==> src/rtl/render_fb_pkg.sv <==
// Shared window geometry, state encoding and pixel type for the render frame-buffer writer.
// FB_DITHER_EN adds the 2x2 ordered-dither bias table used by fb_quantize.
package render_fb_pkg;

    localparam int FB_START_X = 390;
    localparam int FB_START_Y = 390;
    localparam int FB_END_X   = 634;
    localparam int FB_END_Y   = 765;

    localparam int W     = FB_END_X - FB_START_X;
    localparam int H     = FB_END_Y - FB_START_Y;
    localparam int DEPTH = W * H;

    typedef enum logic {FILL, HOLD} fb_state_t;

    typedef logic [11:0] pixel12_t;

`ifdef FB_DITHER_EN
    // Index is {row parity, column parity} of the pixel being written.
    function automatic logic [7:0] dither_bias(input logic [1:0] idx);
        case (idx)
            2'b00:   return 8'd0;
            2'b01:   return 8'd8;
            2'b10:   return 8'd12;
            default: return 8'd4;
        endcase
    endfunction
`endif

endpackage

==> src/rtl/fb_quantize.sv <==
// Combinational 24-bit RGB to 12-bit 4:4:4 converter.
// With FB_DITHER_EN defined, a per-pixel bias is added (saturating) before truncation.
module fb_quantize import render_fb_pkg::*; (
    input  logic [23:0] rgb,
`ifdef FB_DITHER_EN
    input  logic [7:0]  bias,
`endif
    output pixel12_t    q
);

`ifdef FB_DITHER_EN
    function automatic logic [3:0] sat_hi(input logic [7:0] c, input logic [7:0] b);
        logic [8:0] sum;
        sum = {1'b0, c} + {1'b0, b};
        return sum[8] ? 4'hF : sum[7:4];
    endfunction

    assign q = {sat_hi(rgb[23:16], bias), sat_hi(rgb[15:8], bias), sat_hi(rgb[7:0], bias)};
`else
    logic unused_lsbs;

    // Low nibbles are simply discarded when no dither is applied.
    assign unused_lsbs = ^{rgb[19:16], rgb[11:8], rgb[3:0]};
    assign q           = {rgb[23:20], rgb[15:12], rgb[7:4]};
`endif

endmodule

==> src/rtl/render_fb_writer.sv <==
// Write side of the ping-pong renderer frame buffer: quantises tagged pixels, writes them at an
// incrementally tracked raster offset and swaps banks on new-frame. FB_DITHER_EN enables dithering.
module render_fb_writer import render_fb_pkg::*; #(
    parameter int START_X = FB_START_X,
    parameter int START_Y = FB_START_Y,
    parameter int END_X   = FB_END_X,
    parameter int END_Y   = FB_END_Y,
    parameter int ADDR_W  = 17
) (
    input  logic              aclk,
    input  logic              aresetn,
    input  logic [23:0]       s_pixel_tdata,
    input  logic              s_pixel_tvalid,
    output logic              s_pixel_tready,
    input  logic [10:0]       s_hcount,
    input  logic [9:0]        s_vcount,
    input  logic              nf_in,
    output logic              wr_en,
    output logic [ADDR_W:0]   wr_addr,
    output logic [11:0]       wr_data,
    output logic              rd_bank,
    output logic              frame_done,
    output logic [15:0]       drop_count,
    output logic              seq_err
);

    localparam logic [10:0]       X_FIRST  = 11'(START_X);
    localparam logic [10:0]       X_LAST   = 11'(END_X - 1);
    localparam logic [10:0]       X_END    = 11'(END_X);
    localparam logic [9:0]        Y_FIRST  = 10'(START_Y);
    localparam logic [9:0]        Y_LAST   = 10'(END_Y - 1);
    localparam logic [9:0]        Y_END    = 10'(END_Y);
    localparam logic [ADDR_W-1:0] ROW_STEP = ADDR_W'(END_X - START_X);
    localparam logic [ADDR_W-1:0] OFF_ONE  = ADDR_W'(1);

    fb_state_t         state_q, state_d;
    logic              swap;
    logic              tready_q;
    logic              rd_bank_q;
    logic [10:0]       x_exp;
    logic [9:0]        y_exp;
    logic [ADDR_W-1:0] offset;
    logic [ADDR_W-1:0] row_base;
    logic [ADDR_W-1:0] row_next;
    logic              accept, in_window, match, resync, is_last;
    pixel12_t          pix_q;

    fb_quantize u_quant (
        .rgb  (s_pixel_tdata),
`ifdef FB_DITHER_EN
        .bias (dither_bias({y_exp[0], x_exp[0]})),
`endif
        .q    (pix_q)
    );

    assign accept    = s_pixel_tvalid && tready_q;
    assign in_window = (s_hcount >= X_FIRST) && (s_hcount < X_END) &&
                       (s_vcount >= Y_FIRST) && (s_vcount < Y_END);
    assign match     = in_window && (s_hcount == x_exp) && (s_vcount == y_exp);
    // After a sequence slip the counters only re-lock on the first column of the following row.
    assign resync    = in_window && !match && (s_hcount == X_FIRST) &&
                       (s_vcount == y_exp + 10'd1);
    assign is_last   = (s_hcount == X_LAST) && (s_vcount == Y_LAST);
    assign row_next  = row_base + ROW_STEP;

    // Ready is registered so it stays low throughout reset yet tracks FILL afterwards.
    assign s_pixel_tready = tready_q;
    assign rd_bank        = rd_bank_q;

    always_ff @(posedge aclk or negedge aresetn) begin
        if (!aresetn) begin
            state_q <= FILL;
        end else begin
            state_q <= state_d;
        end
    end

    always_comb begin
        state_d = state_q;
        swap    = 1'b0;
        case (state_q)
            FILL: begin
                if (accept && is_last) begin
                    state_d = HOLD;
                end
            end
            HOLD: begin
                if (nf_in) begin
                    state_d = FILL;
                    swap    = 1'b1;
                end
            end
            default: state_d = FILL;
        endcase
    end

    always_ff @(posedge aclk or negedge aresetn) begin
        if (!aresetn) begin
            tready_q   <= 1'b0;
            rd_bank_q  <= 1'b0;
            x_exp      <= X_FIRST;
            y_exp      <= Y_FIRST;
            offset     <= '0;
            row_base   <= '0;
            wr_en      <= 1'b0;
            wr_addr    <= '0;
            wr_data    <= '0;
            frame_done <= 1'b0;
            drop_count <= '0;
            seq_err    <= 1'b0;
        end else begin
            tready_q   <= (state_d == FILL);
            frame_done <= accept && is_last;
            wr_en      <= accept && (match || resync);
            if (swap) begin
                rd_bank_q <= ~rd_bank_q;
                x_exp     <= X_FIRST;
                y_exp     <= Y_FIRST;
                offset    <= '0;
                row_base  <= '0;
            end else if (accept) begin
                if (!in_window) begin
                    if (drop_count != 16'hFFFF) begin
                        drop_count <= drop_count + 16'd1;
                    end
                end else if (match) begin
                    wr_addr <= {~rd_bank_q, offset};
                    wr_data <= pix_q;
                    offset  <= offset + OFF_ONE;
                    if (x_exp == X_LAST) begin
                        x_exp    <= X_FIRST;
                        y_exp    <= y_exp + 10'd1;
                        row_base <= row_next;
                    end else begin
                        x_exp <= x_exp + 11'd1;
                    end
                end else if (resync) begin
                    wr_addr  <= {~rd_bank_q, row_next};
                    wr_data  <= pix_q;
                    offset   <= row_next + OFF_ONE;
                    row_base <= row_next;
                    x_exp    <= X_FIRST + 11'd1;
                    y_exp    <= s_vcount;
                end else begin
                    seq_err <= 1'b1;
                end
            end
        end
    end

endmodule
==> config.mk <==
export PLATFORM = sky130hd
export DESIGN_NAME = render_fb_writer
export DESIGN_NICKNAME = d
export VERILOG_FILES = /design/src/rtl/render_fb_pkg.sv /design/src/rtl/fb_quantize.sv /design/src/rtl/render_fb_writer.sv
export SDC_FILE = /design/constraint.sdc
export NUM_CORES = 1
export LEC_CHECK = 0
export BUFFER_PORTS_ARGS = -buffer_cell sky130_fd_sc_hd__buf_2
export CAP_MARGIN = 20
export CORE_ASPECT_RATIO = 0.6
export CORE_UTILIZATION = 62
export CTS_BUF_LIST = sky130_fd_sc_hd__clkbuf_8 sky130_fd_sc_hd__clkbuf_16
export CTS_CLUSTER_DIAMETER = 80
export DETAILED_ROUTE_END_ITERATION = 6
export PLACE_DENSITY = 0.88
export SLEW_MARGIN = 5
export SYNTH_ARGS = -nofsm -noshare
export SYNTH_HDL_FRONTEND = slang
export SYNTH_HIERARCHICAL = 1
export SYNTH_SLANG_ARGS = --single-unit
==> constraint.sdc <==
create_clock -name aclk -period 12.2 [get_ports aclk]
set_input_delay 0.61 -clock aclk [delete_from_list [all_inputs] [get_ports aclk]]
set_output_delay 0.61 -clock aclk [all_outputs]
set_load 0.01 [all_outputs]
### Word-level counts from Yosys, hierarchy flattened

Index checks and enable logic that the tools add are counted.

* mux-type cells: 32
* bitwise logic cells: 7
* $add $sub $neg: 6
* equality and inequality tests: 9
* $lt $le $gt $ge: 4
* reduce and logical (&&, ||, !) cells: 23

Operator list (number)
* $mux W17: 11
* $mux W11: 6
* $mux W10: 6
* $mux W18: 2
* $add A17 B1 Y17 const B: 2
* $mux W12: 2
* $eq A11 B10 Y1 const B: 2
* $eq A10 B10 Y1: 2
* $add A17 B8 Y17 const B: 1
* $add A16 B1 Y16 const B: 1
* $ne A16 B16 Y1 const B: 1
* $logic_and A1 B1 Y1: 12
* $reduce_and A4 Y1: 3
* $add A11 B1 Y11 const B: 1
* $eq A11 B11 Y1: 1
* $eq A11 B9 Y1 const B: 1
* $ge A11 B9 Y1 const B: 1
* $lt A11 B10 Y1 const B: 1
* $add A10 B1 Y10 const B: 1
* $eq A10 B10 Y1 const B: 1
* $ge A10 B9 Y1 const B: 1
* $lt A10 B10 Y1 const B: 1
* $not A1 Y1: 7
* $reduce_bool A2 Y1: 3
* 8 further kinds: 11

* logic and storage cells: 94
* output and inout port bits: 51
* register bits: 107
* bits of input ports: 49

### Longest topological paths before layout

Gate-level depths: netlist (run 1).

* word-level depth: 15
* mapped depth: 18

### Hierarchy

The synthesis (run 1) kept the hierarchy.

By module, submodules not included
* render_fb_writer: cells an instance 720, times used 1, sequential area each 2637.5 um^2, area each 6251.0 um^2
* fb_quantize: cells an instance 12, times used 1, sequential area each 0.0 um^2, area each 90.1 um^2

### Worst setup path before layout (run 1)

Ideal clock, no wire load.

* path type: input -> register
* from: input s_vcount[7]
* to: register offset[16]
* slack: 8.014 ns
* data required time: 12.066 ns
* path buffers: 4
* arrival: 4.052 ns
* cell stages on the path: 18
* cell sequence: clkbuf_1 > nand4_1 > nor3_1 > a2111oi_0 > nand3_1 > clkbuf_1 > nor2_1 > clkbuf_1 > nand2_1 > inv_1 > ha_1 > clkbuf_1 > nand2_1 > or3_1 > or3_1 > a2bb2o_1 > xnor2_1 > o21ai_0

* longest elaborated chain between the ends: 11

RTL lines
* start: declaration: line render_fb_writer.sv:16 `input logic [9:0] s_vcount,`
* $ge A10 B9 Y1: line render_fb_writer.sv:58 `(s_vcount >= Y_FIRST) && (s_vcount < Y_END);`
* $logic_and A1 B1 Y1: line render_fb_writer.sv:57 `assign in_window = (s_hcount >= X_FIRST) && (s_hcount < X_END) &&`
* $logic_and A1 B1 Y1: line render_fb_writer.sv:58
* $logic_and A1 B1 Y1 (2 in a row): line render_fb_writer.sv:59 `assign match = in_window && (s_hcount == x_exp) && (s_vcount == y_exp);`
* $logic_not A1 Y1: line render_fb_writer.sv:61 `assign resync = in_window && !match && (s_hcount == X_FIRST) &&`
* $logic_and A1 B1 Y1 (3 in a row): line render_fb_writer.sv:61
* $reduce_bool A3 Y1 (no source line)
* $reduce_and A3 Y1 (no source line)
* end signal: assignment: line render_fb_writer.sv:129 `offset <= offset + OFF_ONE;`
* end signal: assignment: line render_fb_writer.sv:140 `offset <= row_next + OFF_ONE;`
* end: declaration: line render_fb_writer.sv:42 `logic [ADDR_W-1:0] offset;`

Several ways; a longest one is shown, not always the timed one. The select of a mux whose other input is x is not followed.
A chain may end at the register's enable or synchronous reset.

### Worst setup path after layout (run 1)

* from: input s_vcount[8]
* to: register offset[16]

The elaborated chain is that of the path after synthesis.

==> metrics.md, run 1 <==
| Metric | Value |
|---|---|
| Post-Layout Cell Count | approximately 920 |
| Core Util, Final | 0.706 |
| Sw power | 198 uW |
| Worst slew pin tran | 1120 ps |
| Synth-to-layout area growth | 10.4% |
| Htree depth | 3 |
| Post-Synth XOR/XNOR Area | 0.0967 |
| Sequential fraction of the synthesis area | 0.416 |
| Post-DP Area | 6700 sq um |
| Final setup viols | 0 |
| P per Cell Area | 104 nW/um^2 |
| Setup repair bufs after CTS | 0 |
| Placed Instances | 901 |
| Pint | 533 uW |
| Congestion Overflow GR | 0 |
| Final Hold Viols | 0 |
| Core footprint | a little under 10000 sq um |
| Clock network power share | 0.396 |
| Number of flops mapped to enable cells by yosys | 0 |
| CTS Buf Count | 9 |
| Clk_skew | 11.1 ps |
| Period minus WS final | 4300 ps |
| Reg clk slew, reported paths | 80 ps |
| Hpwl dp | 11800 um |
| Worst hold path type | in -> async |
| Worst VDD drop | between 0.0001 and 0.00015 V |
| Die Ht | 80.3 um |
| GRT Util Overall | 0.323 |
| Post-synth top flop | dfrtp_1 |
| Leading cell types in the layout, fill and taps excluded | 123 x nand2_1, 97 x dfrtp_1, 86 x buf_2 |
| Die ar. | 10600 sq um |
| Gr busiest metal | met2 |
| Die X-Extent | roughly 130 um |
| Cell mode on critical path | nand2_1 |
| P_leak | roughly 3.2 nW |
| Clk Latency, worst-skew pair | 360 ps |
| Post-Synthesis Cells | 732 |
| Reg2reg start | y_exp[8] |
| Routed len/inst | 18.4 um |
| Vias in the first global route | roughly 5500 |
| PnR Total Power | 731 uW |
| First-pass GRT wire length | ~27000 um |
| Max Fclk | 232 MHz |
| Fin Setup TNS | 0 ps |
| Mapped Area | 6340 sq um |
| CTS tree | done |
| Critical path capture point type | register |
| Routed Antenna Nets | 0 |
| Status | complete, no violations |
| YS warnings | 6 |
| Hold-fix buffers at CTS | 0 |
| Max-Cap Viols | 0 |
| Clock sink count | 105 |
| Fillers | 746 |
| CP Launch Type | input port |
| Synth cell types | 65 |
| Met1 usage | 0.452 |
| Combinational share of power | 0.094 |
| Slew Limit Fails | 0 |
| Max FO, Critical Path | 11 |
| Post-Synth Simple-Gate Area | 0.233 |
| Largest family of logic cells by synthesized area | simple AND/OR/NAND/NOR gates |
| Root Driver | clkbuf_16 |
| Net Sw Frac | 0.271 |
| Total number of vias | 6022 |
| Final wirelength | 16900 um |
| # diodes | 0 |
| Syn nets | 787 |
| Crit path DAT | 4520 ps |
| Design Area, Final | 7000 sq um |
| Synth Area in Compound Gates | 0.170 |
| Top Ports | 100 |
| Final Cycle Share | 0.353 |
| WP data required | 12410 ps |
| IO Port Bufs | 87 |
| Relative slew slack | 0.252 |
| Post-Synth Adder-Cell Area | 0.0118 |
| Met3 Use GR | 0.0682 |
| Largest net degree at the start of global routing | 62 |
| RSZ-0062 raised after global routing | no |
| Flops & latches, synth | 105 |
| Most common cell after layout, fill and taps aside | nand2_1 |
| Clock buffer depth | 2 |
| Layout cells sized above 1 | 0.163 |
| Met2 usage | 0.511 |
| Reg power frac | 0.510 |
| Critical Path Start | s_vcount[8] |
| 1st-pass router iterations | 5 |
| GP Congestion | 0.951 |
| Crit-path max cell delay | 630 ps |
| CP Cell Sequence | buf_2 > xnor2_1 > nand4_1 > nor4_1 > nand2_1 > nor2_1 > nand2_1 > inv_1 > ha_1 > nand2_1 > or3_1 > or3_1 > a2bb2o_1 > xnor2_1 > o21ai_0 |
| Initial antenna violation count | 0 |
| Worst Setup Path Type | in -> reg |
| Starting Density | 0.640 |
| Slowest CP cell | xnor2_1 |
| CTS resizes | 0 |
| Nets | 833 |
| Via/cell ratio | 6.56 |
| # DRC | 0 |
| Mean post-synth cell area | 8.66 sq um |
| 1st-iter DRT viols | 709 |
| Mux cell area share after synthesis | 0.0176 |
| FP Rows | 28 |
| Fraction of registers with async set or reset after synthesis | 1.00 |
-- per-layer routing --
metal | wire (um) | share of wire | up-vias
met2 | 7680 | 0.46 | 357
met1 | 7350 | 0.44 | 2959
met3 | 1670 | 0.099 | 26
met4 | 181 | 0.011 | 0
li1 | - | - | 2680
met5 | 0 | 0 | -
-- synth_stat cells, types with 16 or more instances --
library cell | count | share of area
nand3_1 | 29 | 0.023
o211ai_1 | 16 | 0.019
nor3_1 | 19 | 0.015
xnor2_1 | 53 | 0.073
xor2_1 | 17 | 0.023
nand2_1 | 123 | 0.073
a21oi_1 | 20 | 0.016
nand4_1 | 21 | 0.021
o21ai_0 | 51 | 0.040
clkbuf_1 | 33 | 0.020
nor2_1 | 45 | 0.027
dfrtp_1 | 97 | 0.38
-- sequential cells by signal, indices dropped and copies added (netlist names) --
register / cells
drop_count: 16
frame_done: 1
offset: 17
rd_bank: 1
row_base: 15
s_pixel_tready: 1
seq_err: 1
state_q: 1
wr_addr: 18
wr_data: 12
wr_en: 1
x_exp: 11
y_exp: 10
-- power groups by stage --
| stage | clock [mW] | combinational (mW) | sequential, mW |
|---|---|---|---|
| after floorplan | 0 | 0.0317 | 0.383 |
| after global routing | 0.303 | 0.0753 | 0.374 |
| final | 0.289 | 0.0688 | 0.373 |
| after global placement | 0 | 0.0663 | 0.379 |
| after CTS | 0.292 | 0.0689 | 0.372 |
| after detailed placement | 0 | 0.0685 | 0.379 |
-- cell type report --
cell class / count / area (sq um) / area share
multi-input combinational: 556 / 3360 / 0.481
sequential: 105 / 2640 / 0.377
timing repair buffer: 95 / 494 / 0.0706
clock buffer: 9 / 225 / 0.0322
tap: 135 / 169 / 0.0241
clock inverter: 7 / 67.6 / 0.00965
inverter: 11 / 41.3 / 0.00590
-- worst max-delay path: cells and delay by family --
family | cells | cell delay [ps]
xor gates and xnor gates | 2 | 830
and+or+nand+nor | 8 | 2060
buffers and inverters | 2 | 250
AOI/OAI and AO/OA | 2 | 430
adders and majority gates | 1 | 340
-- path summary, 6_finish.rpt --
kind,cells past startpoint,to,slack (ps)
worst max-delay path,15,offset[16],7900
worst min-delay path,1,offset[6],250
worst max register to register,14,offset[16],7920
worst min register to register,2,wr_data[11],480
max in group asynchronous,2,state_q,10760
min in group aclk,3,wr_data[1],440
-- per-stage QoR --
step | setup slack, ps | hold slack [ps]
after detailed placement | 7800 | 464
after global placement | 7980 | 452
final | 7900 | 250
after global routing | 7750 | 294
after floorplan | 8010 | 314
after CTS | 8090 | 266
-- kinds of logic (layout without fill, tap and decap cells) --
family / Yosys count / count (layout)
buffers and inverters: 71 / 122
DFF: 105 / 105
muxes: 11 / 11
and+or+nand+nor: 303 / 303
AOI/OAI and AO/OA: 166 / 166
adders and majority gates: 6 / 6
xor gates and xnor gates: 70 / 70
Power figures use the tool's default switching activity.
==> run 2: changes to the inputs <==
--- a/config.mk
+++ b/config.mk
@@ -8,11 +8,11 @@
 export BUFFER_PORTS_ARGS = -buffer_cell sky130_fd_sc_hd__buf_2
 export CAP_MARGIN = 20
 export CORE_ASPECT_RATIO = 0.6
-export CORE_UTILIZATION = 62
+export CORE_UTILIZATION = 52
 export CTS_BUF_LIST = sky130_fd_sc_hd__clkbuf_8 sky130_fd_sc_hd__clkbuf_16
 export CTS_CLUSTER_DIAMETER = 80
 export DETAILED_ROUTE_END_ITERATION = 6
-export PLACE_DENSITY = 0.88
+export PLACE_DENSITY = 0.79
 export SLEW_MARGIN = 5
 export SYNTH_ARGS = -nofsm -noshare
 export SYNTH_HDL_FRONTEND = slang
==> constraint.sdc (replaced) <==
create_clock -name aclk -period 3.5 [get_ports aclk]
set_input_delay 0.175 -clock aclk [delete_from_list [all_inputs] [get_ports aclk]]
set_output_delay 0.175 -clock aclk [all_outputs]
set_load 0.01 [all_outputs]
==> metrics.md, run 2 (synthesis results as in run 1) <==
| Metric | Value |
|---|---|
| Status | complete, no violations |
| Clk_skew | 6.37 ps |
| Max Fclk | 300 MHz |
| CP Launch Type | register |
| Worst hold path type | in -> reg |
| GP Congestion | ~1 |
| Post-Layout Cell Count | 957 |
| CTS tree | done |
| WL met1 | 7820 um |
| Vias in the first global route | 5620 |
| # diodes | 0 |
| Post-DP Area | 6900 sq um |
| Critical path buffer and inverter count | 0 |
| CTS Buf Count | 9 |
| Relative slew slack | 0.396 |
| Met2 WL | approximately 7600 um |
| P per Cell Area | around 370 nW/um^2 |
| Slew Limit Fails | 0 |
| Synth-to-layout area growth | 14.9% |
| Max FO, Critical Path | 9 |
| 1st-iter DRT viols | approximately 650 |
| Final setup margin | 172 ps |
| Hpwl dp | between 10000 and 15000 um |
| 1st-pass router iterations | 7 |
| Hold path start | s_pixel_tdata[15] |
| Die ar. | about 13000 sq um |
| Crit path max-delay family | simple AND/OR/NAND/NOR gates |
| Leading cell types in the layout, fill and taps excluded | 123 x nand2_1, 97 x dfrtp_1, 86 x buf_2 |
| Worst VDD drop | about 0.00026 V |
| Crit path DAT | 3590 ps |
| Setup repair bufs after CTS | 0 |
| Htree depth | 3 |
| # DRC | 0 |
| Clock sink count | 105 |
| Top Ports | 100 |
| Final Hold Viols | 0 |
| Pre-CTS setup slack | between 150 and 200 ps |
| Via/cell ratio | 6.04 |
| Critical Path Start | y_exp[2] |
| Die X-Extent | 145 um |
| Largest register FFs | 18 |
| Critical path capture point type | register |
| Total number of vias | 5780 |
| Final wirelength | 17400 um |
| P_leak | 3.32 nW |
| Largest register by flop count | wr_addr |
| Crit-path max cell delay | approximately 610 ps |
| WL met3 | 1750 um |
| Starting Density | 0.547 |
| Clk Latency, worst-skew pair | 350 ps |
| Final Cycle Share | 0.951 |
| Core footprint | 11600 sq um |
| Core Util, Final | 0.628 |
| Largest regs | wr_addr (18), offset (17), drop_count (16) |
| FP Rows | 30 |
| Design Area, Final | 7290 sq um |
| IO Port Bufs | 87 |
| Worst Setup Path Type | reg -> reg |
| Reg clk slew, reported paths | 70 ps |
| Layout cells sized above 1 | 0.184 |
| Fin Setup TNS | 0 ps |
| Max-Cap Viols | 0 |
| GRT Util Overall | 0.294 |
| CP Cell Sequence | xnor2_1 > nand4_1 > nor4_2 > and2_1 > and3_1 > ha_1 > nand2_1 > or3_1 > or3_1 > a2bb2o_1 > xnor2_1 > o21ai_0 |
| Slowest CP cell | dfstp_2 |
| Routed len/inst | 18.2 um |
| Initial antenna violation count | 0 |
| Top routing layer in use | met4 |
| Die Ht | 87.5 um |
| Reg2reg start | y_exp[2] |
| Period minus WS final | 3330 ps |
| Routed Antenna Nets | 0 |
| Most common cell after layout, fill and taps aside | nand2_1 |
| Largest net degree at the start of global routing | 69 |
| First-pass GRT wire length | 28300 um |
| Clock buffer depth | 2 |
| Congestion Overflow GR | 0 |
| Worst slew pin tran | 906 ps |
| Final setup viols | 0 |
| WP data required | roughly 3800 ps |
| RSZ-0062 raised after global routing | no |
| Placed Instances | 940 |
| Nets | 847 |
| Root Driver | clkbuf_16 |
==> run 2: changes by cell type in the layout (fill, tap and decap cells not counted), moves of 3 or more <==
| cell | change |
|---|---|
| xnor2_1 | -3 |
| inv_6 | -3 |
| buf_4 | +10 |
| xnor2_2 | +3 |
| bufinv_16 | +3 |
| buf_12 | +4 |
==> run 2: report_power, final <==
part           switching (mW)  total, mW  leakage [nW]  internal (mW)
combinational           0.140      0.248          1.74          0.108
clock                   0.469       1.18         0.168          0.708
sequential             0.0508       1.30          1.41           1.25
==> run 2: layout make-up <==
type	count	area [sq um]
clock buffer	9	225
clock inverter	7	126
fill	930	4310
inverter	11	41.3
multi-input combinational	556	3400
sequential	105	2640
tap	160	200
timing repair buffer	109	656
==> run 2: through the flow <==
| stage | hold slack (ps) | power [mW] |
|---|---|---|
| final | 9.53 | 2.73 |
| after global routing | 0.909 | 2.83 |
| after CTS | 2.88 | 2.75 |
| after detailed placement | 363 | 1.57 |
| after global placement | 360 | 1.56 |
| after floorplan | -121 | 1.44 |
==> run 2: worst reg2reg max path, delay by kind of cell (launching register included) <==
family / cells / cell delay (ps)
adders and majority gates: 1 / 200
AOI/OAI and AO/OA: 2 / 450
xor gates and xnor gates: 2 / 300
and+or+nand+nor: 7 / 1690
DFF: 1 / 610
==> run 2: what timing repair did <==
item | 4_1_cts | 5_1_grt
endpoints found under the setup margin | 0 | 1
hold buffers | 1 | 0
resized for setup | 0 | 4
hold endpoints to repair | 26 | 0
==> run 2: routing by layer <==
layer	vias to the layer above	global-route usage
met2	279	0.446
met5	-	0
met1	2764	0.416
met4	0	0.0699
li1	2711	-
met3	26	0.0820
==> run 2: final timing paths <==
check	slack, ps	end	depth (start not counted)
worst max-delay path	170	offset[16]	12
worst min-delay path	10	wr_data[7]	3
max in group asynchronous	2280	x_exp[7]	3
worst max register to register	170	offset[16]	12
min in group asynchronous	470	x_exp[5]	2
worst min register to register	480	wr_data[10]	2
==> run 3: changes to the inputs <==
--- a/config.mk
+++ b/config.mk
@@ -12,7 +12,7 @@
 export CTS_BUF_LIST = sky130_fd_sc_hd__clkbuf_8 sky130_fd_sc_hd__clkbuf_16
 export CTS_CLUSTER_DIAMETER = 80
 export DETAILED_ROUTE_END_ITERATION = 6
-export PLACE_DENSITY = 0.79
+export PLACE_DENSITY_LB_ADDON = 0.12
 export SLEW_MARGIN = 5
 export SYNTH_ARGS = -nofsm -noshare
 export SYNTH_HDL_FRONTEND = slang
==> metrics.md, run 3 (synthesis results as in run 1) <==
| Metric | Value |
|---|---|
| Root Driver | clkbuf_16 |
| CP Launch Type | register |
| 1st-pass router iterations | 5 |
| Final Hold Viols | 0 |
| Period minus WS final | 3350 ps |
| Congestion Overflow GR | 0 |
| Slowest CP cell | dfstp_2 |
| RSZ-0062 raised after global routing | no |
| Largest regs | wr_addr (18), offset (17), drop_count (16) |
| Clock sink count | 105 |
| Slew Limit Fails | 0 |
| Crit-path max cell delay | 610 ps |
| Nets | 852 |
| Hpwl dp | between 10000 and 15000 um |
| CTS tree | done |
| Initial antenna violation count | 0 |
| Final wirelength | between 15000 and 20000 um |
| Final hold slack | ~11 ps |
| Htree depth | 3 |
| Setup repair bufs after CTS | 0 |
| Routed Antenna Nets | 0 |
| Layout cells sized above 1 | 0.187 |
| Die Ht | between 80 and 90 um |
| # diodes | 0 |
| Die X-Extent | between 100 and 150 um |
| Total number of vias | between 5000 and 6000 |
| Die ar. | 12700 sq um |
| Max FO, Critical Path | 7 |
| First-pass GRT wire length | 27700 um |
| Largest register by flop count | wr_addr |
| Largest register FFs | 18 |
| CTS Buf Count | 9 |
| Top Ports | 100 |
| Worst VDD drop | 0.000293 V |
| Core footprint | roughly 12000 sq um |
| P per Cell Area | 355 nW/um^2 |
| Worst slew pin tran | 657 ps |
| Via/cell ratio | approximately 6 |
| Max Fclk | ~300 MHz |
| CP Cell Sequence | ha_1 > a21oi_1 > or4_4 > or4_4 > o21a_1 > o21a_1 > or4_1 > nand3_1 |
| Final setup viols | 0 |
| Relative slew slack | 0.560 |
| Fillers | 1029 |
| FP Rows | 30 |
| P_leak | roughly 3.3 nW |
| Starting Density | 0.547 |
| # DRC | 0 |
| Critical path capture point type | register |
| Clk Latency, worst-skew pair | 360 ps |
| Synth-to-layout area growth | 14.2% |
| Register area | ~2600 sq um |
| Leading cell types in the layout, fill and taps excluded | 123 x nand2_1, 97 x dfrtp_1, 86 x buf_2 |
| GP Congestion | 0.940 |
| Largest net degree at the start of global routing | 46 |
| IO Port Bufs | 87 |
| Area of the multi-input gates | about 3400 sq um |
| GRT Util Overall | 0.290 |
| Routed len/inst | 18.2 um |
| Clk_skew | 11.8 ps |
| Clock buffer depth | 2 |
| Final Cycle Share | 0.958 |
| Vias in the first global route | between 5000 and 6000 |
| Worst hold path type | in -> reg |
| Fin Setup TNS | 0 ps |
| Reg clk slew, reported paths | 70 ps |
| 1st-iter DRT viols | 462 |
| Worst Setup Path Type | reg -> reg |
| Status | complete, no violations |
| WP data required | 3790 ps |
| Crit path DAT | 3640 ps |
| Max-Cap Viols | 0 |
| Most common cell after layout, fill and taps aside | nand2_1 |
run 3: changes by cell type in the layout (fill, tap and decap cells not counted), sizes merged:
| cell | previous run | this run |
|---|---|---|
| buf | 108 | 113 |
| inv | 13 | 15 |
| bufinv | 3 | 1 |
| clkinv | 1 | 0 |
| clkinvlp | 1 | 2 |
run 3: stage by stage:
step	std cells	worst slack, ps	power (mW)	cell area (sq um)	util
floorplan	732	21.3	1.44	6350	-
global placement	945	291	1.56	6910	0.596
detailed placement	945	205	1.57	6910	0.596
CTS	962	187	2.59	7220	0.622
global route	962	33.3	2.67	7240	0.624
finish	962	148	2.57	7240	0.624
run 3: worst max-delay path: cells and delay by family (launching register included):
family	cells	cell delay, ps
DFF	1	610
and+or+nand+nor	4	1730
adders and majority gates	1	360
AOI/OAI and AO/OA	3	600
run 3: metal layers:
metal  vias to the layer above  GRT usage  wire [um]
met2                       237      0.420       7560
met1                      2823      0.439       8400
met3                        19     0.0590       1380
met4                         0     0.0737        175
met5                         -          0          0
li1                       2720          -          -
run 3: final cells by class:
class                   instances  share of cell area
flip-flops and latches        105               0.364
multi-input cells             556               0.469
clock buffers                   9              0.0311
well taps                     160              0.0276
repair buffers                114              0.0923
clock inverters                 7              0.0100
inverters                      11             0.00570
run 3: worst paths after layout:
kind | from | end | slack (ps) | cells after the start
max reg2reg | y_exp[1] | x_exp[3] | 150 | 8
max in group asynchronous | aresetn | x_exp[2] | 2260 | 3
max | y_exp[1] | x_exp[3] | 150 | 8
min | s_pixel_tdata[12] | wr_data[4] | 10 | 3
min in group asynchronous | aresetn | y_exp[4] | 370 | 2
min reg2reg | wr_data[4] | wr_data[4] | 470 | 2
run 3: power breakdown:
part           internal [mW]  leakage, nW  switching, mW
Sequential              1.25         1.41         0.0468
Combinational          0.107         1.75          0.137
Clock                  0.558        0.147          0.469
Total                   1.92         3.30          0.654
run 3: timing repair:
item,in CTS,in global routing
gates resized for setup,0,4
hold buffers,1,0
endpoints found under the setup margin,0,2
endpoints found under the hold margin,39,0
